--- src/rtl/inst_buffer_pkg.sv ---
// Shared core constants for the fetch-to-decode instruction buffer.
package inst_buffer_pkg;

  localparam int IB_DEPTH = 4;
  localparam int INST_W   = 32;
  localparam int PC_W     = 32;

  // LoongArch canonical NOP: andi r0, r0, 0
  localparam logic [INST_W-1:0] NOP_INST = 32'h0340_0000;

endpackage

--- src/rtl/inst_buffer.sv ---
// Circular instruction buffer between fetch check and decode.
// Three flush sources share one discard path; storage is a plain register array.
module inst_buffer
  import inst_buffer_pkg::*;
#(
  parameter int DEPTH = IB_DEPTH
) (
  input  logic                       clk,
  input  logic                       reset,
  input  logic                       flush,
  input  logic                       excp_flush,
  input  logic                       ertn_flush,
  input  logic [INST_W-1:0]          in_inst,
  input  logic [PC_W-1:0]            in_pc,
  input  logic                       in_valid,
  output logic                       in_ready,
  output logic                       in_fire,
  output logic [INST_W-1:0]          out_inst,
  output logic [PC_W-1:0]            out_pc,
  output logic                       out_valid,
  input  logic                       out_ready,
  output logic [$clog2(DEPTH):0]     count
);

  localparam int PTR_W = $clog2(DEPTH);
  localparam int CNT_W = PTR_W + 1;
  localparam logic [CNT_W-1:0] FULL_CNT = CNT_W'(DEPTH);

  logic [INST_W-1:0] inst_mem [DEPTH];
  logic [PC_W-1:0]   pc_mem   [DEPTH];
  logic [PTR_W-1:0]  wr_ptr;
  logic [PTR_W-1:0]  rd_ptr;
  logic              anyflush;
  logic              push;
  logic              pop;

  assign anyflush  = flush | excp_flush | ertn_flush;
  // Full means not ready even if decode pops this cycle: no pass-through
  assign in_ready  = !reset && !anyflush && (count != FULL_CNT);
  assign in_fire   = in_valid & in_ready;
  assign out_valid = (count != '0) && !anyflush;
  assign out_inst  = inst_mem[rd_ptr];
  assign out_pc    = pc_mem[rd_ptr];
  assign push      = in_fire;
  assign pop       = out_valid & out_ready;

  always_ff @(posedge clk) begin
    if (reset) begin
      wr_ptr <= '0;
      rd_ptr <= '0;
      count  <= '0;
      for (int i = 0; i < DEPTH; i++) begin
        inst_mem[i] <= '0;
        pc_mem[i]   <= '0;
      end
    end else if (anyflush) begin
      wr_ptr <= '0;
      rd_ptr <= '0;
      count  <= '0;
    end else begin
      if (push) begin
        inst_mem[wr_ptr] <= in_inst;
        pc_mem[wr_ptr]   <= in_pc;
        wr_ptr           <= wr_ptr + 1'b1;
      end
      if (pop) begin
        rd_ptr <= rd_ptr + 1'b1;
      end
      case ({push, pop})
        2'b10:   count <= count + 1'b1;
        2'b01:   count <= count - 1'b1;
        default: count <= count;
      endcase
    end
  end

endmodule

--- config.mk ---
export PLATFORM = sky130hd
export DESIGN_NAME = inst_buffer
export DESIGN_NICKNAME = d
export VERILOG_FILES = /design/src/rtl/inst_buffer_pkg.sv /design/src/rtl/inst_buffer.sv
export SDC_FILE = /design/constraint.sdc
export NUM_CORES = 1
export LEC_CHECK = 0
export ABC_AREA = 1
export CORE_MARGIN = 4
export CORE_UTILIZATION = 55
export DETAILED_ROUTE_END_ITERATION = 6
export GPL_TIMING_DRIVEN = 0
export PLACE_DENSITY = 0.88
export SLEW_MARGIN = 20
export SYNTH_ARGS = -nofsm -noshare
export SYNTH_HDL_FRONTEND = slang
export SYNTH_SLANG_ARGS = --single-unit
export TNS_END_PERCENT = 50
--- constraint.sdc ---
create_clock -name clk -period 15.1 [get_ports clk]
set_input_delay 3.775 -clock clk [delete_from_list [all_inputs] [get_ports clk]]
set_output_delay 3.775 -clock clk [all_outputs]
set_load 0.01 [all_outputs]
==> out/summary.txt <==
Vias in the first global route -> 9,243
Worst Setup Start Kind -> primary input
WP data arrival -> 6050 ps
IO Count -> 141
First-pass GRT wire length -> 49,700 um
Initial antenna violation count -> 0
Share of layout cells above drive strength 1 -> 16.5%
Grt total ovfl -> 0
Netlist cell types -> 27
Port buffer count -> 140
Max IR drop VDD -> 0.0000859 V
TritonCTS clock tree -> done
Die X -> 156 um
MaxCap Viol Count -> 0
Worst slew pin tran -> 860 ps
Final setup fails -> 0
Headroom to the max-slew limit -> 42.7%
Core ar. -> 21,300 um2
Synth Register Bits -> 265
RePlAce Congestion -> 0.820
Post-route insts no fill -> 1,542
ANT nets after route -> 0
Crit path time final -> 9820 ps
Worst skew pair latency -> 520 ps
Ant diodes -> 0
Dpl cells -> 1,497
Post-CTS Resized -> 0
Total iterations of the first detailed-routing run -> 5
Maximum clock rate -> 102 MHz
Worst setup path class -> in -> out
Initial DRC count -> 1,190
Seq/Total Area, Yosys -> 65.4%
RSZ-0062 raised after global routing -> no
Post-Synthesis Cell Area -> 12,000 um2
DR DRC count -> 0
DP Area -> 14,100 um2
Die Height -> 156 um
Largest net degree at the start of global routing -> 35
Min-delay worst type -> reg -> reg
CP max FO -> 10
Required @ worst endpoint -> 11,320 ps
CTS Hold Bufs -> 0
Detailed-route via count -> 9,047
Clock slew at reported path FFs -> 60 ps
Yosys warnings -> 0
CTS Buf Count -> 25
Clk sinks -> 265
# rows -> 53
Critical Path Sink Type -> output port
Post-route cell area -> 14,800 um2
Nets -> 1,322
CTS Buffer Depth -> 3
Pwr/cell area -> 102 nW/um2
Final wirelength -> 32,100 um
Syn Area/Cell -> 11.2 um2
Routed WL per cell -> 20.8 um
Most common cell after layout, fill and taps aside -> edfxtp_1
Status -> completed
Syn Nets -> 1,145
Leakage -> 5.21 nW
Die area -> 24,300 um2
Pins Over Slew Limit -> 0
Clock Skews -> 9.38 ps
Cell count after synthesis -> 1,072
Layout area overhead -> 23.1%
Root Buffer -> clkbuf_16
# Post-CTS Setup Buffers -> 0
Sum Neg Setup Slack -> 0 ps
Total GRT Usage -> 26.1%
Most frequent cells in the layout -> edfxtp_1 (256), nor2_1 (233), clkdlybuf4s50_1 (140), o21ai_0 (129), inv_1 (78)
Via/cell ratio -> 5.87
Initial Utilization -> 56.6%
H-tree depth -> 1
Period utilization -> 65.0%
Fillers -> 1,377
Fin. Hold Viols -> 0
HPWL Detailed -> 20,600 um
[critical path, stage by stage]
cell and delay, ps:
clkdlybuf4s50_1 420, inv_2 260, nand3_4 190, inv_2 120, nand3_4 120, buf_2 280, buf_2 260, inv_1 80
clkdlybuf4s50_1 530
[area by class of cell]
class	count	area, um2	area share, %
clock buffer	29	641	4.32
inverter	104	390	2.63
clock inverter	16	82.6	0.557
buffer	78	384	2.59
multi-input combinational	625	3440	23.2
timing repair buffer	150	1670	11.3
sequential	265	7870	53.1
tap	275	344	2.32
[final timing paths]
check                           cells past startpoint  slack, ps                      to                    from
worst min-delay path                                2        510  wr_ptr[0]$_SDFFE_PP0P_  wr_ptr[0]$_SDFFE_PP0P_
worst min register to register                      2        510  wr_ptr[0]$_SDFFE_PP0P_  wr_ptr[0]$_SDFFE_PP0P_
worst max register to register                     12      12280   count[2]$_SDFFE_PP0P_   count[1]$_SDFFE_PP0P_
worst max-delay path                                9       5280                 in_fire                   reset
[synth_stat cells, drive strengths merged]
library cell | instances | area, um2
nor2 | 307 | 1540
edfxtp | 256 | 7690
o21ai | 132 | 661
inv | 103 | 387
nor3 | 82 | 561
o22ai | 64 | 400
clkbuf | 49 | 184
buf | 29 | 200
nand2 | 18 | 67.6
a21oi | 9 | 45.0
dfxtp | 9 | 180
nand3 | 7 | 60.1
nand4 | 2 | 18.8
or2 | 2 | 12.5
clkinv | 1 | 3.75
fa | 1 | 20.0
ha | 1 | 12.5
[flip-flops by register name (all words and copies together), names as in the netlist, named ones only]
name	count
inst_mem	128
rd_ptr	2
pc_mem	128
count	3
wr_ptr	2
[stage by stage]
step	hold WS (ps)	setup slack (ps)	power, mW	util [%]
finish	510	5280	1.51	69.6
global placement	477	2100	0.955	64.8
detailed placement	496	5320	0.960	66.2
floorplan	466	5660	0.901	-
global route	529	5210	1.55	69.6
CTS	505	5300	1.51	69.6
[routing by layer]
metal  part of all wire [%]  vias to the layer above  track usage (%)
met4                    3.7                        0             10.7
met3                     10                      104             3.63
met2                     51                      569             44.9
met5                      0                        -                0
met1                     36                     4307             33.4
li1                       -                     4067                -
[power by group]
group / internal, mW / switching (mW) / total (mW) / leakage [nW]
Clock: 0.304 / 0.265 / 0.569 / 0.346
Sequential: 0.833 / 0.00828 / 0.841 / 2.67
Combinational: 0.0462 / 0.0586 / 0.105 / 2.19
Total: 1.18 / 0.332 / 1.51 / 5.21
[cells by family (layout without fill, tap and decap cells)]
family                     Yosys count  in the layout  synth area share, %
AOI/OAI and AO/OA                  205            205                 9.19
adders and majority gates            2              2                0.270
buffers and inverters              182            377                 6.43
DFF                                265            265                 65.4
and+or+nand+nor                    418            418                 18.8
Note: power is estimated with default switching activity, not from simulation.
